`config.mk`:
```
export PLATFORM = sky130hd
export DESIGN_NAME = apb_master_arbiter_flat
export DESIGN_NICKNAME = d
export VERILOG_FILES = /design/src/rtl/apb_master_arbiter_if.sv /design/src/rtl/apb_master_arbiter.sv /design/src/flat_wrapper.sv
export SDC_FILE = /design/constraint.sdc
export NUM_CORES = 1
export LEC_CHECK = 0
export BUFFER_PORTS_ARGS = -buffer_cell sky130_fd_sc_hd__buf_2
export CAP_MARGIN = 20
export CORE_UTILIZATION = 35
export DETAILED_ROUTE_END_ITERATION = 10
export GPL_ROUTABILITY_DRIVEN = 0
export GPL_TIMING_DRIVEN = 0
export PLACE_DENSITY = 0.75
export SLEW_MARGIN = 20
export SYNTH_ARGS = -nofsm -noshare
export SYNTH_HDL_FRONTEND = slang
export SYNTH_SLANG_ARGS = --single-unit
```
`constraint.sdc`:
```
create_clock -name pclk -period 3.1 [get_ports pclk]
set_clock_uncertainty 0.2 [all_clocks]
set_input_delay 0.465 -clock pclk [delete_from_list [all_inputs] [get_ports pclk]]
set_output_delay 0.465 -clock pclk [all_outputs]
set_load 0.01 [all_outputs]
```
`src/rtl/apb_master_arbiter_if.sv`:
```
// apb_master_arbiter_if: requester handshake, response and APB master signals of the arbiter
interface apb_master_arbiter_if #(
  parameter int NUM_REQ = 2,
  parameter int ADDR_WIDTH = 10,
  parameter int DATA_WIDTH = 32
) ();
  logic [NUM_REQ-1:0] req_valid;
  logic [NUM_REQ-1:0] req_ready;
  logic [NUM_REQ*ADDR_WIDTH-1:0] req_addr;
  logic [NUM_REQ-1:0] req_write;
  logic [NUM_REQ*DATA_WIDTH-1:0] req_wdata;
  logic [NUM_REQ-1:0] rsp_valid;
  logic [DATA_WIDTH-1:0] rsp_rdata;
  logic rsp_slverr;
  logic psel;
  logic penable;
  logic pwrite;
  logic [ADDR_WIDTH-1:0] paddr;
  logic [DATA_WIDTH-1:0] pwdata;
  logic pready;
  logic pslverr;
  logic [DATA_WIDTH-1:0] prdata;
  logic busy;
  modport master (
    input req_valid, req_addr, req_write, req_wdata, pready, pslverr, prdata,
    output req_ready, rsp_valid, rsp_rdata, rsp_slverr, psel, penable, pwrite, paddr, pwdata, busy
  );
  modport slave (
    output req_valid, req_addr, req_write, req_wdata, pready, pslverr, prdata,
    input req_ready, rsp_valid, rsp_rdata, rsp_slverr, psel, penable, pwrite, paddr, pwdata, busy
  );
endinterface

```
`src/rtl/apb_master_arbiter.sv`:
```
// apb_master_arbiter: round-robin arbiter sequencing NUM_REQ requesters onto one APB bus
module apb_master_arbiter #(
  parameter int NUM_REQ = 2,
  parameter int TIMEOUT = 16,
  parameter int ADDR_WIDTH = 10,
  parameter int DATA_WIDTH = 32
) (
  input logic pclk,
  input logic preset,
  apb_master_arbiter_if.master bus
);
  localparam int IW = $clog2(NUM_REQ);
  localparam int CW = TIMEOUT > 0 ? $clog2(TIMEOUT + 1) : 1;
  typedef enum logic [1:0] {IDLE, SETUP, ACCESS} apb_state_t;
  apb_state_t state, state_nxt;
  logic [IW-1:0] rr_ptr, owner, g, g_nxt;
  logic [CW-1:0] cnt;
  logic [ADDR_WIDTH-1:0] g_addr;
  logic g_write;
  logic [DATA_WIDTH-1:0] g_wdata;
  logic arb_en, grant, done, timeout;
  assign done = state == ACCESS && bus.pready;
  assign timeout = TIMEOUT != 0 && state == ACCESS && !bus.pready && cnt == CW'(TIMEOUT - 1);
  assign arb_en = state == IDLE || done;
  assign grant = arb_en && |bus.req_valid && !preset;
  assign g_nxt = g == IW'(NUM_REQ - 1) ? '0 : g + 1'b1;
  always_comb begin
    g = rr_ptr;
    for (int i = NUM_REQ - 1; i >= 0; i--)
      if (bus.req_valid[(int'(rr_ptr) + i) % NUM_REQ]) g = IW'((int'(rr_ptr) + i) % NUM_REQ);
    g_addr = bus.req_addr[g*ADDR_WIDTH +: ADDR_WIDTH];
    g_write = bus.req_write[g];
    g_wdata = bus.req_wdata[g*DATA_WIDTH +: DATA_WIDTH];
  end
  always_comb begin
    state_nxt = state == SETUP ? ACCESS : arb_en ? (grant ? SETUP : IDLE) : timeout ? IDLE : state;
    bus.req_ready = grant ? NUM_REQ'(1) << g : '0;
    bus.psel = state != IDLE;
    bus.penable = state == ACCESS;
    bus.busy = state != IDLE;
  end
  always_ff @(posedge pclk or posedge preset)
    if (preset) begin
      state <= IDLE;
      rr_ptr <= '0;
      owner <= '0;
      cnt <= '0;
      bus.paddr <= '0;
      bus.pwrite <= 1'b0;
      bus.pwdata <= '0;
      bus.rsp_valid <= '0;
      bus.rsp_rdata <= '0;
      bus.rsp_slverr <= 1'b0;
    end else begin
      state <= state_nxt;
      cnt <= state == SETUP ? '0 : state == ACCESS && !bus.pready ? cnt + 1'b1 : cnt;
      bus.rsp_valid <= done || timeout ? NUM_REQ'(1) << owner : '0;
      bus.rsp_rdata <= done && !bus.pwrite ? bus.prdata : '0;
      bus.rsp_slverr <= done ? bus.pslverr : timeout;
      if (grant) begin
        rr_ptr <= g_nxt;
        owner <= g;
        bus.paddr <= g_addr;
        bus.pwrite <= g_write;
        bus.pwdata <= g_wdata;
      end
    end
endmodule

```
`src/flat_wrapper.sv`:
```
// flat-port wrapper written by rule: the top's interface ports become plain ports
module apb_master_arbiter_flat 
#(
  parameter int NUM_REQ = 2,
  parameter int TIMEOUT = 16,
  parameter int ADDR_WIDTH = 10,
  parameter int DATA_WIDTH = 32
)
  (pclk, preset, bus_req_valid, bus_req_addr, bus_req_write, bus_req_wdata, bus_pready, bus_pslverr, bus_prdata, bus_req_ready, bus_rsp_valid, bus_rsp_rdata, bus_rsp_slverr, bus_psel, bus_penable, bus_pwrite, bus_paddr, bus_pwdata, bus_busy);
  apb_master_arbiter_if #(.NUM_REQ(NUM_REQ), .ADDR_WIDTH(ADDR_WIDTH), .DATA_WIDTH(DATA_WIDTH)) bus_i ();
  input logic pclk;
  input logic preset;
  input wire logic [$bits(bus_i.req_valid)-1:0] bus_req_valid;
  input wire logic [$bits(bus_i.req_addr)-1:0] bus_req_addr;
  input wire logic [$bits(bus_i.req_write)-1:0] bus_req_write;
  input wire logic [$bits(bus_i.req_wdata)-1:0] bus_req_wdata;
  input wire logic [$bits(bus_i.pready)-1:0] bus_pready;
  input wire logic [$bits(bus_i.pslverr)-1:0] bus_pslverr;
  input wire logic [$bits(bus_i.prdata)-1:0] bus_prdata;
  output wire logic [$bits(bus_i.req_ready)-1:0] bus_req_ready;
  output wire logic [$bits(bus_i.rsp_valid)-1:0] bus_rsp_valid;
  output wire logic [$bits(bus_i.rsp_rdata)-1:0] bus_rsp_rdata;
  output wire logic [$bits(bus_i.rsp_slverr)-1:0] bus_rsp_slverr;
  output wire logic [$bits(bus_i.psel)-1:0] bus_psel;
  output wire logic [$bits(bus_i.penable)-1:0] bus_penable;
  output wire logic [$bits(bus_i.pwrite)-1:0] bus_pwrite;
  output wire logic [$bits(bus_i.paddr)-1:0] bus_paddr;
  output wire logic [$bits(bus_i.pwdata)-1:0] bus_pwdata;
  output wire logic [$bits(bus_i.busy)-1:0] bus_busy;
  assign bus_i.req_valid = bus_req_valid;
  assign bus_i.req_addr = bus_req_addr;
  assign bus_i.req_write = bus_req_write;
  assign bus_i.req_wdata = bus_req_wdata;
  assign bus_i.pready = bus_pready;
  assign bus_i.pslverr = bus_pslverr;
  assign bus_i.prdata = bus_prdata;
  assign bus_req_ready = bus_i.req_ready;
  assign bus_rsp_valid = bus_i.rsp_valid;
  assign bus_rsp_rdata = bus_i.rsp_rdata;
  assign bus_rsp_slverr = bus_i.rsp_slverr;
  assign bus_psel = bus_i.psel;
  assign bus_penable = bus_i.penable;
  assign bus_pwrite = bus_i.pwrite;
  assign bus_paddr = bus_i.paddr;
  assign bus_pwdata = bus_i.pwdata;
  assign bus_busy = bus_i.busy;
  apb_master_arbiter #(.NUM_REQ(NUM_REQ), .TIMEOUT(TIMEOUT), .ADDR_WIDTH(ADDR_WIDTH), .DATA_WIDTH(DATA_WIDTH)) u_core (.pclk(pclk), .preset(preset), .bus(bus_i));
endmodule
```
==> results of run 1 <==
==> routing by layer <==
| metal | part of all wire | wire (um) |
|---|---|---|
| met1 | 0.42 | 3970 |
| met2 | 0.51 | 4900 |
| met3 | 0.058 | 551 |
| met4 | 0.015 | 144 |
| met5 | 0 | 0 |
==> final cells by class <==
class / instances / area (sq um)
plain buffers: 24 / 101
clock buffers: 10 / 138
clock inverters: 6 / 100
fillers: 954 / 4770
inverters: 6 / 25.0
multi-input cells: 251 / 1250
flip-flops and latches: 87 / 2180
well taps: 133 / 166
repair buffers: 211 / 1090
==> report_power, final <==
group	leakage, uW	internal, uW	switching [uW]
sequential	0.00107	1500	207
combinational	0.00149	648	886
clock	0.000121	492	431
==> state kept, by name, indices dropped and copies added (netlist names) <==
signal                 flops
u_core.bus.pwdata         32
u_core.bus.rsp_rdata      32
u_core.bus.paddr          10
u_core.cnt                 5
u_core.bus.rsp_valid       2
u_core.state               2
u_core.bus.pwrite          1
u_core.bus.rsp_slverr      1
u_core.owner               1
u_core.rr_ptr              1
==> synthesized netlist by cell type (2+ instances only) <==
master	instances	area share
sky130_fd_sc_hd__inv_1	6	0.0063
sky130_fd_sc_hd__nor3_1	2	0.0028
sky130_fd_sc_hd__a22oi_1	2	0.0042
sky130_fd_sc_hd__dfrtp_1	87	0.61
sky130_fd_sc_hd__a21o_1	3	0.0063
sky130_fd_sc_hd__nor2b_1	2	0.0035
sky130_fd_sc_hd__a31oi_1	44	0.078
sky130_fd_sc_hd__clkbuf_1	17	0.018
sky130_fd_sc_hd__and2_1	34	0.060
sky130_fd_sc_hd__buf_2	6	0.0085
sky130_fd_sc_hd__nor2_1	53	0.056
sky130_fd_sc_hd__ha_1	2	0.0071
sky130_fd_sc_hd__mux2i_1	2	0.0056
sky130_fd_sc_hd__o21ai_0	5	0.0071
sky130_fd_sc_hd__nand2_1	90	0.095
sky130_fd_sc_hd__nand2b_1	2	0.0035
sky130_fd_sc_hd__nor3b_1	2	0.0042
sky130_fd_sc_hd__a21oi_1	2	0.0028
==> per-stage QoR <==
step,hold slack [ns],power (uW),setup WS [ns],instances,TNS (ns)
2_1_floorplan,0.228,2600,0.185,368,0
3_3_place_gp,0.272,3220,-0.781,707,-67.55
3_5_place_dp,0.273,3270,0.411,708,0
4_1_cts,0.0858,4210,0.0264,725,0
5_1_grt,0.0862,4470,0.181,728,0
6_report,0.110,4170,0.307,728,0
==> cells by family after synthesis <==
kind of cell | Yosys count | synth area share
and+or+nand+nor | 190 | 0.239
DFF | 87 | 0.614
AOI/OAI and AO/OA | 57 | 0.100
buffers and inverters | 30 | 0.0349
muxes | 2 | 0.00564
adders and majority gates | 2 | 0.00705
==> worst max-delay path, delay by kind of cell, from the launching register on <==
| family | cells | cell delay (ns) |
|---|---|---|
| DFF | 1 | 0.36 |
| buffers and inverters | 3 | 0.62 |
| and+or+nand+nor | 3 | 0.80 |
==> what timing repair did <==
action	4_1_cts	5_1_grt
setup endpoints to repair	0	1
setup buffers	0	3
hold endpoints to repair	31	0
hold buffers	1	0
==> path summary, 6_finish.rpt <==
kind / end / depth (start not counted) / start
max: bus_req_ready[0] / 6 / u_core.state[1]$_DFFE_PP0P_
max reg2reg: u_core.bus.pwdata[0]$_DFFE_PP0N_ / 5 / u_core.rr_ptr$_DFFE_PP0N_
max in group asynchronous: u_core.bus.paddr[5]$_DFFE_PP0N_ / 4 / preset
min: u_core.bus.rsp_rdata[22]$_DFF_PP0_ / 2 / bus_prdata[22]
min reg2reg: u_core.bus.rsp_valid[0]$_DFF_PP0_ / 1 / u_core.owner$_DFFE_PP0N_
min in group asynchronous: u_core.bus.pwdata[25]$_DFFE_PP0N_ / 3 / preset
==> impl_results.md, run 1 <==
* Placed standard-cell area at 4780 sq um
* Detailed Route WL at approximately 9600 um
* Max-capacitance violation count at 0
* Effective utilization at floorplan at 0.361
* Hold crit path type: in2reg
* Power density of the placed cells at between 800 and 900 nW/um^2
* Highest-count cells in the layout ignoring fill and taps: 212 x sky130_fd_sc_hd__buf_2, 90 x sky130_fd_sc_hd__nand2_1, 87 x sky130_fd_sc_hd__dfrtp_1, 53 x sky130_fd_sc_hd__nor2_1, 44 x sky130_fd_sc_hd__a31oi_1
* Most frequent cell on the critical path: sky130_fd_sc_hd__buf_2
* Routed via count at 3,337
* Signed area change from the synthesized netlist to the final layout at 42.2%
* Worst Path Required at 2.43 ns
* Async set or reset register ratio after synthesis at 1.00
* EDFF count, synth at 0
* Worst setup SP type: flop
* CTS-repair resized insts at 0
* HPWL reported at the end of detailed placement at 7310 um
* Clock Latency Late Sink at roughly 0.35 ns
* Detail Route Antenna Nets at 0
* Tcrit/Tclk final at 0.901
* Sequential element share of the synthesized area at 0.614
* Layout net count at 716
* Crit-path max cell delay at approximately 0.37 ns
* Number of buffers created by CTS at 9
* Global routing usage on met2 at 0.321
* Mapped Cells at 368
* Met1 track utilization from global routing at 0.217
* Vias per Instance at around 4.6
* Port Buffer Count at 206
* Worst setup path category: reg2out
* Reg clk slew, reported paths at 0.09 ns
* Final count of pins violating max slew at 0
* Global-route layer with the greatest usage: met2
* RSZ-0062 raised after global routing: false
* Worst slew margin relative to its limit at 0.474
* Slew at the pin closest to its max-slew limit at 0.789 ns
* GR Layer Usage met3 at 0.0366
* Post-route cell area at 5050 sq um
* Register bit total from synthesis at a little under 90
* Maximum number of pins on one net before global-route repair at 57
* Cells along the critical path: buf_2, nor2b_1, nor4_4, buf_2, and2_1, buf_2
* Number of rows created at floorplan at 36
* Final core utilization at 0.514
* Nets in the synthesized netlist at 494
* Global-route total usage across every layer at 0.182
* Die area at 10,500 sq um
* Fraction of layout cells with a size suffix above 1 at 0.397
* CTS tree: done
* Crit path DAT at approximately 2.1 ns
* Clock sink total at 87
* Number of levels the H-tree was split into at 3
* Hold Fails Final Rpt at 0
* Initial antenna violation count at 0
* Global-route wire length before repair at 14,700 um
* Total DRC errors in the routed layout at 0
* Leading cell type in the layout, fill and taps excluded: sky130_fd_sc_hd__buf_2
* Number of different library cells in the post-synthesis netlist at 25
* Die outline height at between 100 and 150 um
* Core outline area at roughly 10000 sq um
* Outcome: complete, no violations
* Via count of the first global-routing pass at 3,193
* Global-route congestion overflow total at 0
* Synthesized area per cell at 9.64 sq um
* Number of warnings issued by yosys at 0
* Leakage power at 0.00269 uW
* Master cell of the clock root buffer: sky130_fd_sc_hd__clkbuf_8
* Number of buffers on the longest clock path at 2
* Average wire per cell in the routed design at approximately 13 um
* Number of antenna diodes at 0
* DR pass1 iterations at 4
* Drt first-iter violations at 88
* I/O pin count at just over 200
* Tmin final at 2.79 ns
* Capturing element type of the critical path: primary output
* CP max-delay cell: sky130_fd_sc_hd__nor4_4
* Width of the chip at 103 um
* Post-synthesis instance area at 3550 sq um
* Worst vdd ir at 0.320 mV
* Maximum fanout along the worst path at 10
* Highest clock rate at roughly 360 MHz
* Most common flop cell mapped by yosys: sky130_fd_sc_hd__dfrtp_1
* Final setup fails at 0
* Register-to-register path setup slack at 0.88 ns
Power figures use the tool's default switching activity.
==> run 2, diff against run 1 <==
Settings changed: ABC_AREA set to 1, PLACE_DENSITY 0.75 to 0.74.
==> run 2 against run 1 <==
Fmax is 17% higher. Worst hold slack worse by 0.085 ns. First-iteration DRC count is 110% higher. Design area is 6.6% higher. Core utilization is 2.0 points lower. Non-clock buffer count is 3 lower. Sequential share of layout area is 2.7 points lower. Register-to-register slack better by 0.49 ns. Sequential power is 34% lower. Critical path type unchanged. Critical endpoint is now bus_req_ready[1].
==> impl_results.md, run 2 <==
* Outcome: complete, no violations
* Global-route total usage across every layer at 0.183
* Capturing element type of the critical path: primary output
* CTS-repair resized insts at 0
* Setup repair bufs after CTS at 0
* Cell class contributing the biggest share of worst-path delay: simple AND/OR/NAND/NOR gates
* Top cells by area in the synthesized netlist: sky130_fd_sc_hd__dfrtp_1 56%, sky130_fd_sc_hd__nand2_1 22%, sky130_fd_sc_hd__nand3_1 6.0%, sky130_fd_sc_hd__nor2_1 4.5%, sky130_fd_sc_hd__inv_1 4.0%
* Maximum fanout along the worst path at 10
* Number of different library cells in the post-synthesis netlist at 19
* Worst setup SP type: flop
* Number of warnings issued by yosys at 0
* Worst Path Required at 2.43 ns
* Number of hold buffers added after cts at 0
* Global-route wire length before repair at 16,300 um
* Tmin final at 2.39 ns
* EDFF count, synth at 0
* Number of buffers created by CTS at 9
* Fraction of layout cells with a size suffix above 1 at 0.361
* Vias per Instance at 4.35
* Area fraction of the dominant cell type after synthesis at 0.555
* Reg clk slew, reported paths at about 0.10 ns
* Final count of pins violating max slew at 0
* CP max-delay cell: sky130_fd_sc_hd__dfrtp_1
* Nets in the synthesized netlist at just over 600
* Final setup fails at 0
* Final TNS setup at 0 ns
* Cells along the critical path: nand2_1, nand2_2, nand2_2, buf_2, nor2_2, buf_2
* Dpl cells at about 840
* Most common flop cell mapped by yosys: sky130_fd_sc_hd__dfrtp_1
* Mapped Cells at ~500
* Register bit total from synthesis at 87
* Placed standard-cell area at between 5000 and 6000 sq um
* Effective utilization at floorplan at 0.360
* Non-filler instance count after layout at 860
* Width of the chip at 108 um
* Max-capacitance violation count at 0
* Synthesized area per cell at 7.91 sq um
* Port Buffer Count at 206
* Hold Fails Final Rpt at 0
* Detail Route Antenna Nets at 0
* Die area at around 12,000 sq um
* Routed via count at 3,738
* Crit-path max cell delay at 0.38 ns
* Initial antenna violation count at 0
* Layout net count at 841
* Register-to-register path setup slack at 1.37 ns
* Average wire per cell in the routed design at 12.2 um
* Startpoint of the worst-slack reg-to-reg timing path: u_core.cnt[0]$_DFFE_PP0P_
* Crit path DAT at 1.73 ns
* Worst slew margin relative to its limit at 0.510
* Leading cell type in the layout, fill and taps excluded: sky130_fd_sc_hd__nand2_1
* Final core utilization at 0.494
* Via count of the first global-routing pass at 3,515
* Signed area change from the synthesized netlist to the final layout at 37.2%
* Drt first-iter violations at 183
* WP buf/inv at 2
* Clock Latency Late Sink at approximately 0.36 ns
* Post-route cell area at 5380 sq um
* Critical R2R Capture: u_core.state[1]$_DFFE_PP0P_
* Number of buffers on the longest clock path at 2
* Worst setup path category: reg2out
* Cell taking the most area after synthesis: sky130_fd_sc_hd__dfrtp_1
* Maximum number of pins on one net before global-route repair at 33
* Global-route congestion overflow total at 0
* Master cell of the clock root buffer: sky130_fd_sc_hd__clkbuf_8
* CTS tree: done
* Slew at the pin closest to its max-slew limit at 0.734 ns
* Power density of the placed cells at just over 400 nW/um^2
* Core outline area at 10,900 sq um
* DR pass1 iterations at 5
* Highest-count cells in the layout ignoring fill and taps: 227 x sky130_fd_sc_hd__nand2_1, 221 x sky130_fd_sc_hd__buf_2, 87 x sky130_fd_sc_hd__dfrtp_1, 47 x sky130_fd_sc_hd__nand3_1, 47 x sky130_fd_sc_hd__nor2_1
* RSZ-0062 raised after global routing: false
* Post-synthesis instance area at ~3900 sq um
* Number of antenna diodes at 0
* Hold crit path type: in2async
* Clock sink total at 87
* Depth of the worst register-to-register path at 7
* Detailed Route WL at 10,500 um
* Worst vdd ir at 0.213 mV
* Highest clock rate at 418 MHz
* Largest registers: u_core.bus.pwdata x32, u_core.bus.rsp_rdata x32, u_core.bus.paddr x10
* Top cells by instance count after synthesis: 227 x sky130_fd_sc_hd__nand2_1, 87 x sky130_fd_sc_hd__dfrtp_1, 47 x sky130_fd_sc_hd__nand3_1, 47 x sky130_fd_sc_hd__nor2_1, 42 x sky130_fd_sc_hd__inv_1
* Async set or reset register ratio after synthesis at 1.00
* Number of levels the H-tree was split into at 3
* Most common cell in the synthesized netlist: sky130_fd_sc_hd__nand2_1
* Total DRC errors in the routed layout at 0
* Number of rows created at floorplan at 38
* Tcrit/Tclk final at 0.771
* Sequential element share of the synthesized area at 0.555
* I/O pin count at 207
* Leakage power at 0.00349 uW
* HPWL reported at the end of detailed placement at 7880 um
* Die outline height at 108 um
* FILL cells at approximately 1,100
==> run 2: metrics by stage <==
step	hold slack, ns	total power (uW)	worst slack (ns)
after floorplan	0.226	1250	0.289
after global placement	0.251	1350	-0.600
after detailed placement	0.262	1360	0.692
after CTS	0.0324	2210	0.623
after global routing	0.0531	2280	0.509
final	0.0257	2170	0.709
==> run 2: cell families after synthesis <==
kind of cell / synth area share
adder cells (fa/ha/maj): 0.00638
buffers and inverters: 0.0862
flip-flops: 0.555
AO/OA/AOI/OAI: 0.0163
AND/OR/NAND/NOR: 0.336
==> run 2: final cells by class <==
cell class / count / area [sq um] / share of cell area
flip-flops and latches: 87 / 2180 / 0.405
multi-input cells: 341 / 1410 / 0.261
repair buffers: 208 / 1070 / 0.199
well taps: 140 / 175 / 0.0326
plain buffers: 24 / 173 / 0.0321
inverters: 44 / 169 / 0.0314
clock buffers: 10 / 138 / 0.0256
clock inverters: 6 / 72.6 / 0.0135
==> run 2: how the worst max path moves through the flow <==
stage          slack, ns                      start  depth (start not counted)                          endpoint
2_1_floorplan       0.29                     preset                          6   u_core.bus.paddr[0]$_DFFE_PP0N_
3_3_place_gp       -0.60                     preset                          7  u_core.bus.pwdata[2]$_DFFE_PP0N_
3_5_place_dp        0.69                     preset                          7  u_core.bus.pwdata[2]$_DFFE_PP0N_
4_1_cts             0.62  u_core.rr_ptr$_DFFE_PP0N_                          6                  bus_req_ready[1]
5_1_grt             0.51  u_core.rr_ptr$_DFFE_PP0N_                          6                  bus_req_ready[1]
6_report            0.71  u_core.rr_ptr$_DFFE_PP0N_                          6                  bus_req_ready[1]
==> run 2: power breakdown <==
part           switching [uW]  leakage [uW]  total [uW]  internal (uW)
Combinational             108       0.00218         200           91.8
Clock                     435      0.000104         841            406
Sequential                  0       0.00121        1130           1130
Total                     542       0.00349        2170           1630
==> run 2: metal layers <==
metal	up-vias	track usage	wire length, um	part of all wire
met5	-	0	0	0
met3	10	0.0557	855	0.082
met2	142	0.308	4920	0.47
li1	1930	-	-	-
met4	0	0.0665	150	0.014
met1	1656	0.221	4560	0.44
==> run 2: worst reg2reg max path, cell delays in order (launching register included) <==
cell and delay, ns:
sky130_fd_sc_hd__dfrtp_1 0.42, sky130_fd_sc_hd__ha_1 0.22, sky130_fd_sc_hd__nand2_1 0.09, sky130_fd_sc_hd__nor2_1 0.05, sky130_fd_sc_hd__ha_1 0.18, sky130_fd_sc_hd__o21ai_0 0.36, sky130_fd_sc_hd__nand2_1 0.09, sky130_fd_sc_hd__nand2_1 0.07
